File: config.mk
export PLATFORM = sky130hd
export DESIGN_NAME = md_pair_scheduler_flat
export DESIGN_NICKNAME = d
export VERILOG_FILES = /design/src/rtl/md_pkg.sv /design/src/rtl/md_pair_scheduler_if.sv /design/src/rtl/md_wrap_coord.sv /design/src/rtl/md_pair_scheduler.sv /design/src/flat_wrapper.sv
export SDC_FILE = /design/constraint.sdc
export NUM_CORES = 1
export LEC_CHECK = 0
export CAP_MARGIN = 20
export CORE_ASPECT_RATIO = 2
export CORE_MARGIN = 1.5
export CORE_UTILIZATION = 55
export DETAILED_ROUTE_END_ITERATION = 7
export PLACE_DENSITY = 0.75
export REMOVE_ABC_BUFFERS = 1
export SYNTH_ARGS = -nofsm -noshare
export SYNTH_HDL_FRONTEND = slang
export SYNTH_HIERARCHICAL = 1
export SYNTH_SLANG_ARGS = --single-unit
File: constraint.sdc
create_clock -name clk -period 9.7 [get_ports clk]
set_clock_uncertainty 0.15 [all_clocks]
set_input_delay 0.97 -clock clk [delete_from_list [all_inputs] [get_ports clk]]
set_output_delay 0.97 -clock clk [all_outputs]
set_load 0.02 [all_outputs]
File: src/rtl/md_pkg.sv
// Shared types and sizing helpers for the MD pair scheduler.
package md_pkg;
  localparam int MD_BLOCK_SIDE = 4;
  localparam int MD_DENSITY    = 10;
  localparam int MD_CNT_W      = 24;

  typedef enum logic [1:0] {ST_IDLE, ST_ISSUE, ST_DRAIN, ST_DONE} md_state_t;

  // Neighbour offset -1/0/+1
  typedef logic signed [1:0] md_off_t;
  localparam md_off_t OFF_NEG = 2'sb11;
  localparam md_off_t OFF_POS = 2'sb01;

  function automatic int md_addr_w(input int side, input int density);
    return $clog2(side * side * side * density);
  endfunction

  localparam int MD_ADDR_W = md_addr_w(MD_BLOCK_SIDE, MD_DENSITY);
endpackage

File: src/rtl/md_pair_scheduler_if.sv
// Pair-issue and result-return handshake between the scheduler and the force pipeline.
interface md_pair_scheduler_if #(parameter int ADDR_W = md_pkg::MD_ADDR_W);
  logic              pair_valid;
  logic              pair_ready;
  logic [ADDR_W-1:0] pair_home_idx;
  logic [ADDR_W-1:0] pair_nbr_idx;
  logic              pair_last;
  logic              res_valid;

  modport master (
    output pair_valid, pair_home_idx, pair_nbr_idx, pair_last,
    input  pair_ready, res_valid
  );

  modport slave (
    input  pair_valid, pair_home_idx, pair_nbr_idx, pair_last,
    output pair_ready, res_valid
  );
endinterface

File: src/rtl/md_wrap_coord.sv
// Periodic cell coordinate: (coord + off) mod BLOCK_SIDE for off in {-1,0,+1}.
module md_wrap_coord
  import md_pkg::*;
#(
  parameter int BLOCK_SIDE = MD_BLOCK_SIDE,
  parameter int COORD_W    = 2
) (
  input  logic [COORD_W-1:0] coord,
  input  md_off_t            off,
  output logic [COORD_W-1:0] wrapped
);
  localparam logic [COORD_W-1:0] C_MAX = COORD_W'(BLOCK_SIDE - 1);
  localparam logic [COORD_W-1:0] C_ONE = COORD_W'(1);

  always_comb begin
    wrapped = coord;
    if (off == OFF_NEG)
      wrapped = (coord == '0) ? C_MAX : coord - C_ONE;
    else if (off == OFF_POS)
      wrapped = (coord == C_MAX) ? '0 : coord + C_ONE;
  end
endmodule

File: src/rtl/md_pair_scheduler.sv
// Walks home atoms x 27 periodic neighbour cells x neighbour slots and issues
// credit-limited (home,nbr) pairs to the force pipeline for one sweep.
//
// state    | meaning
// ST_IDLE  | waiting for start, results ignored
// ST_ISSUE | walking the loop nest and offering pairs
// ST_DRAIN | all pairs accepted, waiting for outstanding results
// ST_DONE  | sweep complete, done held until next start
module md_pair_scheduler
  import md_pkg::*;
#(
  parameter int BLOCK_SIDE = MD_BLOCK_SIDE,
  parameter int DENSITY    = MD_DENSITY,
  parameter int MAX_OUT    = 8,
  parameter int ADDR_W     = md_addr_w(BLOCK_SIDE, DENSITY),
  parameter int CNT_W      = MD_CNT_W
) (
  input  logic                 clk,
  input  logic                 reset,
  input  logic                 start,
  output logic                 busy,
  output logic                 done,
  md_pair_scheduler_if.master  pipe,
  output logic [CNT_W-1:0]     pairs_issued,
  output logic                 proto_err
);
  localparam int COORD_W = $clog2(BLOCK_SIDE);
  localparam int SLOT_W  = (DENSITY > 1) ? $clog2(DENSITY) : 1;
  localparam logic [COORD_W-1:0] C_MAX   = COORD_W'(BLOCK_SIDE - 1);
  localparam logic [COORD_W-1:0] C_ONE   = COORD_W'(1);
  localparam logic [SLOT_W-1:0]  S_MAX   = SLOT_W'(DENSITY - 1);
  localparam logic [SLOT_W-1:0]  S_ONE   = SLOT_W'(1);
  localparam logic [7:0]         OUT_LIM = 8'(MAX_OUT);

  md_state_t state, state_nxt;
  logic [COORD_W-1:0] cx, cy, cz, nx, ny, nz;
  logic [SLOT_W-1:0]  hs, ns;
  md_off_t            dx, dy, dz;
  logic               all_loaded;
  logic [7:0]         outstanding, out_nxt;
  logic               accept, res_take, cand_self, cand_last, step, load, active;
  logic               c_ns, c_dx, c_dy, c_dz, c_hs, c_cx, c_cy;
  logic [ADDR_W-1:0]  home_addr, nbr_addr;

  md_wrap_coord #(.BLOCK_SIDE(BLOCK_SIDE), .COORD_W(COORD_W)) u_wrap_x (.coord(cx), .off(dx), .wrapped(nx));
  md_wrap_coord #(.BLOCK_SIDE(BLOCK_SIDE), .COORD_W(COORD_W)) u_wrap_y (.coord(cy), .off(dy), .wrapped(ny));
  md_wrap_coord #(.BLOCK_SIDE(BLOCK_SIDE), .COORD_W(COORD_W)) u_wrap_z (.coord(cz), .off(dz), .wrapped(nz));

  function automatic logic [ADDR_W-1:0] atom_addr(input logic [COORD_W-1:0] x, y, z,
                                                  input logic [SLOT_W-1:0] slot);
    return ADDR_W'(((int'(z) * BLOCK_SIDE + int'(y)) * BLOCK_SIDE + int'(x)) * DENSITY + int'(slot));
  endfunction

  always_comb begin
    active    = (state == ST_ISSUE) || (state == ST_DRAIN);
    accept    = pipe.pair_valid && pipe.pair_ready;
    res_take  = pipe.res_valid && active && (outstanding != '0);
    out_nxt   = outstanding + 8'(accept) - 8'(res_take);
    home_addr = atom_addr(cx, cy, cz, hs);
    nbr_addr  = atom_addr(nx, ny, nz, ns);
    cand_self = (home_addr == nbr_addr);
    c_ns      = (ns == S_MAX);
    c_dx      = c_ns && (dx == OFF_POS);
    c_dy      = c_dx && (dy == OFF_POS);
    c_dz      = c_dy && (dz == OFF_POS);
    c_hs      = c_dz && (hs == S_MAX);
    c_cx      = c_hs && (cx == C_MAX);
    c_cy      = c_cx && (cy == C_MAX);
    cand_last = c_cy && (cz == C_MAX);
    // Self pairs advance without needing a credit; real pairs need one after this cycle's traffic.
    step      = (state == ST_ISSUE) && !all_loaded && (!pipe.pair_valid || accept)
                && (cand_self || (out_nxt < OUT_LIM));
    load      = step && !cand_self;
  end

  always_comb begin
    state_nxt = state;
    case (state)
      ST_IDLE, ST_DONE: if (start) state_nxt = ST_ISSUE;
      ST_ISSUE:         if (accept && all_loaded) state_nxt = ST_DRAIN;
      ST_DRAIN:         if (outstanding == '0) state_nxt = ST_DONE;
      default:          state_nxt = ST_IDLE;
    endcase
  end

  always_ff @(posedge clk) begin
    if (!reset) state <= ST_IDLE;
    else        state <= state_nxt;
  end

  assign busy = active;
  assign done = (state == ST_DONE);

  always_ff @(posedge clk) begin
    if (!reset) begin
      {cx, cy, cz}        <= '0;
      {hs, ns}            <= '0;
      {dx, dy, dz}        <= '0;
      all_loaded          <= 1'b0;
      outstanding         <= '0;
      pairs_issued        <= '0;
      proto_err           <= 1'b0;
      pipe.pair_valid     <= 1'b0;
      pipe.pair_last      <= 1'b0;
      pipe.pair_home_idx  <= '0;
      pipe.pair_nbr_idx   <= '0;
    end else if ((state == ST_IDLE || state == ST_DONE) && start) begin
      {cx, cy, cz}        <= '0;
      {hs, ns}            <= '0;
      dx                  <= OFF_NEG;
      dy                  <= OFF_NEG;
      dz                  <= OFF_NEG;
      all_loaded          <= 1'b0;
      outstanding         <= '0;
      pairs_issued        <= '0;
      proto_err           <= 1'b0;
      pipe.pair_valid     <= 1'b0;
      pipe.pair_last      <= 1'b0;
    end else begin
      if (active) begin
        outstanding <= out_nxt;
        if (pipe.res_valid && outstanding == '0) proto_err <= 1'b1;
      end
      if (accept) begin
        pipe.pair_valid <= 1'b0;
        pipe.pair_last  <= 1'b0;
        if (pairs_issued != '1) pairs_issued <= pairs_issued + CNT_W'(1);
      end
      if (load) begin
        pipe.pair_valid    <= 1'b1;
        pipe.pair_home_idx <= home_addr;
        pipe.pair_nbr_idx  <= nbr_addr;
        pipe.pair_last     <= c_dz;
      end
      if (step) begin
        ns <= c_ns ? '0 : ns + S_ONE;
        if (c_ns) dx <= c_dx ? OFF_NEG : md_off_t'(dx + OFF_POS);
        if (c_dx) dy <= c_dy ? OFF_NEG : md_off_t'(dy + OFF_POS);
        if (c_dy) dz <= c_dz ? OFF_NEG : md_off_t'(dz + OFF_POS);
        if (c_dz) hs <= c_hs ? '0 : hs + S_ONE;
        if (c_hs) cx <= c_cx ? '0 : cx + C_ONE;
        if (c_cx) cy <= c_cy ? '0 : cy + C_ONE;
        if (c_cy) cz <= cand_last ? '0 : cz + C_ONE;
        if (cand_last) all_loaded <= 1'b1;
      end
    end
  end
endmodule

File: src/flat_wrapper.sv
// flat-port wrapper written by rule: the top's interface ports become plain ports
module md_pair_scheduler_flat import md_pkg::*;
#(
  parameter int BLOCK_SIDE = MD_BLOCK_SIDE,
  parameter int DENSITY    = MD_DENSITY,
  parameter int MAX_OUT    = 8,
  parameter int ADDR_W     = md_addr_w(BLOCK_SIDE, DENSITY),
  parameter int CNT_W      = MD_CNT_W
)
  (clk, reset, start, busy, done, pairs_issued, proto_err, pipe_pair_valid, pipe_pair_home_idx, pipe_pair_nbr_idx, pipe_pair_last, pipe_pair_ready, pipe_res_valid);
  md_pair_scheduler_if #(.ADDR_W(ADDR_W)) pipe_i ();
  input  logic clk;
  input  logic reset;
  input  logic start;
  output logic busy;
  output logic done;
  output logic [CNT_W-1:0] pairs_issued;
  output logic proto_err;
  output wire logic [$bits(pipe_i.pair_valid)-1:0] pipe_pair_valid;
  output wire logic [$bits(pipe_i.pair_home_idx)-1:0] pipe_pair_home_idx;
  output wire logic [$bits(pipe_i.pair_nbr_idx)-1:0] pipe_pair_nbr_idx;
  output wire logic [$bits(pipe_i.pair_last)-1:0] pipe_pair_last;
  input wire logic [$bits(pipe_i.pair_ready)-1:0] pipe_pair_ready;
  input wire logic [$bits(pipe_i.res_valid)-1:0] pipe_res_valid;
  assign pipe_pair_valid = pipe_i.pair_valid;
  assign pipe_pair_home_idx = pipe_i.pair_home_idx;
  assign pipe_pair_nbr_idx = pipe_i.pair_nbr_idx;
  assign pipe_pair_last = pipe_i.pair_last;
  assign pipe_i.pair_ready = pipe_pair_ready;
  assign pipe_i.res_valid = pipe_res_valid;
  md_pair_scheduler #(.BLOCK_SIDE(BLOCK_SIDE), .DENSITY(DENSITY), .MAX_OUT(MAX_OUT), .ADDR_W(ADDR_W), .CNT_W(CNT_W)) u_core (.clk(clk), .reset(reset), .start(start), .busy(busy), .done(done), .pipe(pipe_i), .pairs_issued(pairs_issued), .proto_err(proto_err));
endmodule
==> results of run 1 <==
worst max-delay path, stage by stage (launching register included):
cell	delay, ns
dfxtp_1	0.51
inv_1	0.11
ha_1	0.22
nand2b_1	0.14
a31o_1	0.25
ha_1	0.33
inv_1	0.07
fa_1	0.46
xor2_1	0.23
nor4_1	0.34
xnor3_1	0.33
xor2_1	0.21
nor4_4	0.51
a31oi_1	0.20
nand2_1	0.12
buf_4	0.33
mux2_4	0.33
worst paths after layout:
check	from	end	slack (ns)	depth (start not counted)
setup reg to reg	u_core/cz[0]	u_core/pipe.pair_home_idx[5]	4.72	16
setup / recovery	u_core/cz[0]	u_core/pipe.pair_home_idx[5]	4.72	16
hold / removal	u_core/pipe.pair_home_idx[4]	u_core/pipe.pair_home_idx[4]	0.31	2
hold reg to reg	u_core/pipe.pair_home_idx[4]	u_core/pipe.pair_home_idx[4]	0.31	2
cells in the final DEF, fill, tap and decap left out, types with 5 or more instances in the layout:
cell type,n
nand2b_1,11
and3_1,14
o21ai_0,8
xnor2_1,17
dfxtp_1,78
clkdlybuf4s50_1,53
o211ai_1,5
nand4_1,11
and2_1,9
mux2i_1,29
inv_1,38
a311oi_1,5
nor3_1,8
a21oi_1,32
clkbuf_16,9
nand3_1,24
ha_1,48
nand2_1,76
fa_1,5
or3_1,7
nor2_1,58
xor2_1,35
a211oi_1,7
final cells by class:
type	instances	area, µm²	share of cell area, %
Clock inverter	4	72.6	1.18
Tap cell	104	130	2.12
Timing Repair Buffer	57	561	9.12
Clock buffer	11	233	3.79
Multi-Input combinational cell	479	3440	56.0
Sequential cell	78	1560	25.4
Inverter	38	143	2.32
metal layers:
metal | wire [µm] | share of wire, %
met1 | 4340 | 35
met4 | 812 | 6.6
met2 | 6720 | 55
met5 | 0 | 0
met3 | 380 | 3.1
synth_stat cells, types with 2 or more instances:
| master | n |
|---|---|
| nand4_1 | 11 |
| a21o_1 | 3 |
| xnor2_1 | 17 |
| or2_2 | 2 |
| dfxtp_1 | 78 |
| o21a_1 | 2 |
| ha_1 | 48 |
| clkbuf_1 | 14 |
| nor4_1 | 3 |
| nand2b_1 | 11 |
| nor3_1 | 8 |
| a211oi_1 | 7 |
| fa_1 | 5 |
| mux2i_1 | 29 |
| nand3b_1 | 4 |
| nor4b_2 | 4 |
| inv_1 | 38 |
| and3_1 | 14 |
| o31ai_1 | 2 |
| a211o_1 | 3 |
| and2_1 | 9 |
| nand2_1 | 76 |
| o211ai_1 | 5 |
| nor2b_1 | 3 |
| a311oi_1 | 5 |
| a31oi_1 | 2 |
| nor2_1 | 58 |
| nand4b_1 | 2 |
| o21ai_0 | 8 |
| nor3b_1 | 4 |
| xnor3_1 | 2 |
| buf_1 | 3 |
| a21boi_1 | 4 |
| o311ai_0 | 2 |
| a21oi_1 | 32 |
| nand3_1 | 24 |
| or3_1 | 7 |
| xor2_1 | 35 |
| and4_1 | 3 |
| o21bai_1 | 2 |
stage by stage:
step,cells,area (µm²),setup slack (ns)
2_1_floorplan,595,5150,5.03
3_3_place_gp,756,5840,4.85
3_5_place_dp,756,5840,4.74
4_1_cts,771,6140,4.74
5_1_grt,771,6140,4.39
6_report,771,6140,4.72
registers in the layout, indices dropped and copies added (netlist names), 4 cells and up:
| register | count |
|---|---|
| u_core/ns | 4 |
| u_core/hs | 4 |
| u_core/pipe.pair_home_idx | 10 |
| u_core/pipe.pair_nbr_idx | 10 |
| u_core/pairs_issued | 24 |
| u_core/outstanding | 8 |
power breakdown:
part           switching, µW  internal, µW  total [µW]
Sequential              29.3           352         381
Clock                    128           223         352
Combinational            399           247         646
cells by family (layout without fill, tap and decap cells):
family | count (synthesis) | count (layout) | share of synthesized area, %
AO/OA/AOI/OAI | 90 | 90 | 11.9
XOR/XNOR | 54 | 54 | 9.57
adder cells (fa/ha/maj) | 53 | 53 | 13.4
buffers and inverters | 57 | 110 | 4.31
flip-flops | 78 | 78 | 29.9
multiplexers | 31 | 31 | 6.05
AND/OR/NAND/NOR | 251 | 251 | 24.9
==> metrics.csv, run 1 <==
stage,metric,value,unit
clocking,hold_buffers,0,
logic_synthesis,synth_warnings,6,
routing,wl_per_cell,15.9,µm
global_routing,grt_max_degree,46,
global_routing,grt_pass1_wl,20400,µm
power_and_ir_drop,powerDensity,224,mW/mm²
cells_and_area,synthToLayoutAreaGrowth,17.5,%
logic_synthesis,synth-main-ff-cell,dfxtp_1,
clocking,numCtsBuffers,9,
routing,viasPerCell,5.85,
clocking,ctsHtreeMaxLevel,3,
routing,postRouteAntennaNets,0,
worst_setup_path,start_kind,register,
sta,slew-limit-headroom,56.5,%
cells_and_area,fillers,810,
logic_synthesis,synth-seq-area-share,29.9,%
status,status,finished clean,
worst_setup_path,crit_path_end_kind,register,
clocking,post_cts_buffers,0,
cells_and_area,nNetsFinal,721,
cells_and_area,utilization,65.9,%
logic_synthesis,synth_seq_cells,78,
global_routing,use_met2,48.2,%
global_routing,antenna_found_initial,0,
sta,setup_viol,0,
clocking,clk-insertion-delay-late,0.34,ns
floorplan,top_level_ports,54,
power_and_ir_drop,leakage,0.00252,µW
sta,setup_tns,0,ns
sta,slew_violations,0,
sta,fmax,201,MHz
logic_synthesis,synth_top_area_share,29.9,%
logic_synthesis,synthTopCellsByArea,"dfxtp_1 30%, ha_1 11%, xor2_1 5.9%, mux2i_1 5.6%, nand2_1 5.5%",
clocking,cts_tree,done,
floorplan,die_x,72.0,µm
floorplan,dieArea,0.0101,mm²
routing,dr.pass1.iters,4,
global_routing,use_met3,3.93,%
sta,tightest_slew,0.647,ns
sta,fin_hold_ws,0.306,ns
worst_setup_path,worst_ep_arrival_time,5.05,ns
global_routing,busiest_layer,met2,
floorplan,die_h,141,µm
clocking,cts.clk_slew.worst_paths,0.06,ns
worst_setup_path,cp_max_fo,20,
floorplan,rows,50,
power_and_ir_drop,total_power,1380,µW
floorplan,coreArea,0.00932,mm²
logic_synthesis,netlist_instances,614,
sta,period_needed,4.98,ns
sta,fin_crit_sh,51.3,%
logic_synthesis,syn_area_per_cell,8.52,µm²
floorplan,initial_utilization,56.1,%
min_path,hp-class,reg2reg,
sta,rsz0062_at_grt,no,
logic_synthesis,synth_area,0.00523,mm²
clocking,cts_resized,0,
logic_synthesis,ys_types,65,
global_routing,grtUsageMet1,23.8,%
worst_setup_path,critPathKind,reg2reg,
logic_synthesis,yosys.area.top_type,dfxtp_1,
routing,vias,4512,
global_routing,overflow,0,
place,finalWeightedCongestion,0.868,
global_routing,groute.usage.overall,25.5,%
cells_and_area,drive_above_1_share,4.80,%
worst_setup_path,cp.required,9.78,ns
flow_run,maxCapViolations,0,
clocking,clockBufferDepth,2,
clocking,root_buffer,clkbuf_16,
logic_synthesis,synth_edf_count,0,
place,port_buffers,53,
logic_synthesis,async_flop_share,0,%
global_routing,grt_pass1_vias,4494,
place,dp_hpwl,9380,µm
clocking,cts.sink_count,78,
cells_and_area,diodes,0,
sta,finalHoldViolCount,0,
power_and_ir_drop,max-vdd-ir-drop,178,µV
routing,routed_wl,12300,µm
routing,drc,0,
routing,drt_iter0_drc,183,
Note: power is estimated with default switching activity, not from simulation.
==> inputs of run 2 (changes only) <==
--- a/config.mk
+++ b/config.mk
@@ -8,9 +8,9 @@
 export CAP_MARGIN = 20
 export CORE_ASPECT_RATIO = 2
 export CORE_MARGIN = 1.5
-export CORE_UTILIZATION = 55
+export CORE_UTILIZATION = 52
 export DETAILED_ROUTE_END_ITERATION = 7
-export PLACE_DENSITY = 0.75
+export PLACE_DENSITY = 0.74
 export REMOVE_ABC_BUFFERS = 1
 export SYNTH_ARGS = -nofsm -noshare
 export SYNTH_HDL_FRONTEND = slang
==> constraint.sdc (replaced) <==
create_clock -name clk -period 4.13 [get_ports clk]
set_clock_uncertainty 0.15 [all_clocks]
set_input_delay 0.413 -clock clk [delete_from_list [all_inputs] [get_ports clk]]
set_output_delay 0.413 -clock clk [all_outputs]
set_load 0.02 [all_outputs]
==> run 2 against run 1 <==
Total power rose to 2.7 times the previous value. Via count rose by 7.9%. Hold slack improved by 0.00066 ns. Critical path type unchanged. Largest power group unchanged.
==> metrics.csv, run 2 (same netlist as run 1, synthesis figures left out) <==
stage,metric,value,unit,change
sta,fin_crit_sh,98.9,%,+48 points
min_path,worstHoldEndpoint,u_core/pipe.pair_nbr_idx[4],,
power_and_ir_drop,p_clk_share,21.5,%,-4.0 points
worst_setup_path,reg2reg_slack,0.05,ns,-4.68 ns
place,finalWeightedCongestion,0.944,,+8.8%
worst_setup_path,start_kind,register,,
floorplan,dieArea,0.0107,mm²,+5.6%
place,placed_area,0.00612,mm²,+4.8%
sta,finalWorstSetupSlack,0.0455,ns,-4.68 ns
cells_and_area,finalNonFillerCells,846,,+9.7%
clocking,hold_buffers,0,,unchanged
sta,setup_viol,0,,unchanged
sta,fmax,245,MHz,+22%
worst_setup_path,cp_max_fo,6,,-70%
clocking,root_buffer,clkbuf_16,,
cells_and_area,nNetsFinal,768,,+6.5%
worst_setup_path,r2r_start,u_core/dy[1],,
cells_and_area,fillers,761,,-6.0%
status,status,finished clean,,
flow_run,maxCapViolations,0,,unchanged
power_and_ir_drop,max-vdd-ir-drop,502,µV,+180%
cells_and_area,diodes,0,,unchanged
sta,slew-limit-headroom,56.9,%,+0.34 points
global_routing,overflow,0,,unchanged
sta,fin_hold_ws,0.307,ns,+0.000663 ns
sta,slew_violations,0,,unchanged
routing,vias,4867,,+7.9%
cells_and_area,drive_above_1_share,16.5,%,+12 points
global_routing,grt_pass1_wl,21100,µm,+3.3%
power_and_ir_drop,powerDensity,541,mW/mm²,+140%
cells_and_area,final_cell_area,0.00686,mm²,+12%
global_routing,antenna_found_initial,0,,unchanged
min_path,hp-class,reg2reg,,
floorplan,rows,51,,+2.0%
floorplan,initial_utilization,53.6,%,-2.5 points
routing,wl_per_cell,16.8,µm,+5.9%
power_and_ir_drop,leakage,0.00285,µW,+13%
worst_setup_path,worstSetupStartpoint,u_core/dy[1],,
worst_setup_path,cp.required,4.22,ns,-5.56 ns
power_and_ir_drop,intPower,2210,µW,+170%
power_and_ir_drop,seqPwrFrac,24.0,%,-3.7 points
power_and_ir_drop,p_sw,1490,µW,+170%
clocking,ctsHtreeMaxLevel,3,,unchanged
place,port_buffers,53,,unchanged
clocking,clockBufferDepth,2,,unchanged
sta,tightest_slew,0.644,ns,-0.00287 ns
floorplan,die_x,73.9,µm,+2.7%
cells_and_area,largest-register,u_core/pairs_issued,,
global_routing,grt_pass1_vias,4738,,+5.4%
floorplan,coreArea,0.00976,mm²,+4.7%
routing,drc,0,,unchanged
clocking,cts.sink_count,78,,unchanged
place,dp_cells,815,,+7.8%
worst_setup_path,r2r_end,u_core/dy[1],,
power_and_ir_drop,switching_share,40.3,%,about the same
floorplan,top_level_ports,54,,unchanged
worst_setup_path,worst_ep_arrival_time,4.17,ns,-0.88 ns
cells_and_area,top_regs,"u_core/pairs_issued: 24 flops, u_core/pipe.pair_home_idx: 10 flops, u_core/pipe.pair_nbr_idx: 10 flops",,
min_path,hp-start,u_core/pipe.pair_nbr_idx[4],,
cells_and_area,largest_reg_flops,24,,unchanged
sta,finalHoldViolCount,0,,unchanged
worst_setup_path,critPathKind,reg2reg,,
cells_and_area,final_cell_mix,"75 x nand2_1, 71 x dfxtp_1, 58 x nor2_1, 53 x clkdlybuf4s50_1, 47 x ha_1",,
clocking,numCtsBuffers,9,,unchanged
routing,postRouteAntennaNets,0,,unchanged
clocking,cts_tree,done,,
power_and_ir_drop,p_comb_share,54.4,%,+7.6 points
routing,viasPerCell,5.75,,-1.7%
routing,dr.pass1.iters,4,,unchanged
routing,routed_wl,14200,µm,+16%
sta,period_needed,4.08,ns,-0.891 ns
place,dp_slack,-0.0978,ns,-4.84 ns
routing,drt_iter0_drc,148,,-19%
global_routing,groute.usage.overall,25.5,%,+0.072 points
cells_and_area,final_common_cell,nand2_1,,
global_routing,grt_max_degree,35,,-24%
clocking,clk-insertion-delay-late,0.34,ns,about the same
worst_setup_path,crit_path_end_kind,register,,
cells_and_area,synthToLayoutAreaGrowth,31.1,%,
place,dp_hpwl,9830,µm,+4.8%
clocking,cts.clk_slew.worst_paths,0.06,ns,about the same
worst_setup_path,r2r.worst_path.cells,16,,unchanged
power_and_ir_drop,total_power,3710,µW,+170%
min_path,hold_path_depth,2,,unchanged
floorplan,die_h,145,µm,+2.8%
[run 2: repair_timing]
action | 4_1_cts | 5_1_grt
gates cloned | 1 | 3
setup buffers | 3 | 9
gates resized for setup | 10 | 42
endpoints found under the setup margin | 26 | 43
pin swaps | 1 | 15
[run 2: layer usage]
metal / global-route usage [%] / routed length (µm)
met5: 0 / 0
met4: 18.8 / 903
met3: 5.33 / 488
met2: 47.2 / 7900
met1: 23.3 / 4940
[run 2: layout make-up]
| type | instances | area (µm²) | area share [%] |
|---|---|---|---|
| Sequential cell | 78 | 1570 | 22.9 |
| Clock inverter | 5 | 58.8 | 0.858 |
| Timing Repair Buffer | 103 | 997 | 14.5 |
| Clock buffer | 10 | 239 | 3.48 |
| Multi-Input combinational cell | 480 | 3680 | 53.7 |
| Tap cell | 132 | 165 | 2.41 |
| Inverter | 38 | 143 | 2.08 |
[run 2: critical path: stages (launching register included)]
cell	delay [ns]
dfxtp_1	0.35
xor2_1	0.16
nand2_1	0.11
xnor2_2	0.19
ha_1	0.27
ha_1	0.22
inv_1	0.07
fa_2	0.47
nor4_2	0.18
buf_4	0.19
nor4b_4	0.25
xor2_2	0.15
xnor2_2	0.33
buf_4	0.24
nand4_1	0.14
and4_1	0.24
a311oi_2	0.27
[run 2: power by group through the flow]
stage	Sequential [µW]	Clock (µW)	Combinational, µW
floorplan	908	0	1100
global placement	902	0	1610
detailed placement	905	0	1650
CTS	889	812	1730
global route	903	838	2180
finish	892	799	2020
[run 2: how the worst max path moves through the flow]
| stage | to | depth (start not counted) |
|---|---|---|
| floorplan | u_core/pipe.pair_home_idx[5] | 16 |
| global placement | u_core/cy[0] | 14 |
| detailed placement | u_core/cx[1] | 16 |
| CTS | u_core/dx[1] | 16 |
| global route | u_core/pipe.pair_nbr_idx[5] | 18 |
| finish | u_core/dy[1] | 16 |
[run 2: stage by stage]
stage / utilization (%) / setup TNS [ns]
final: 70.2 / 0
after detailed placement: 62.7 / -0.583
after CTS: 66.8 / -0.0433
after global routing: 70.2 / -1.44
after floorplan: - / -7.99
after global placement: 62.7 / 0
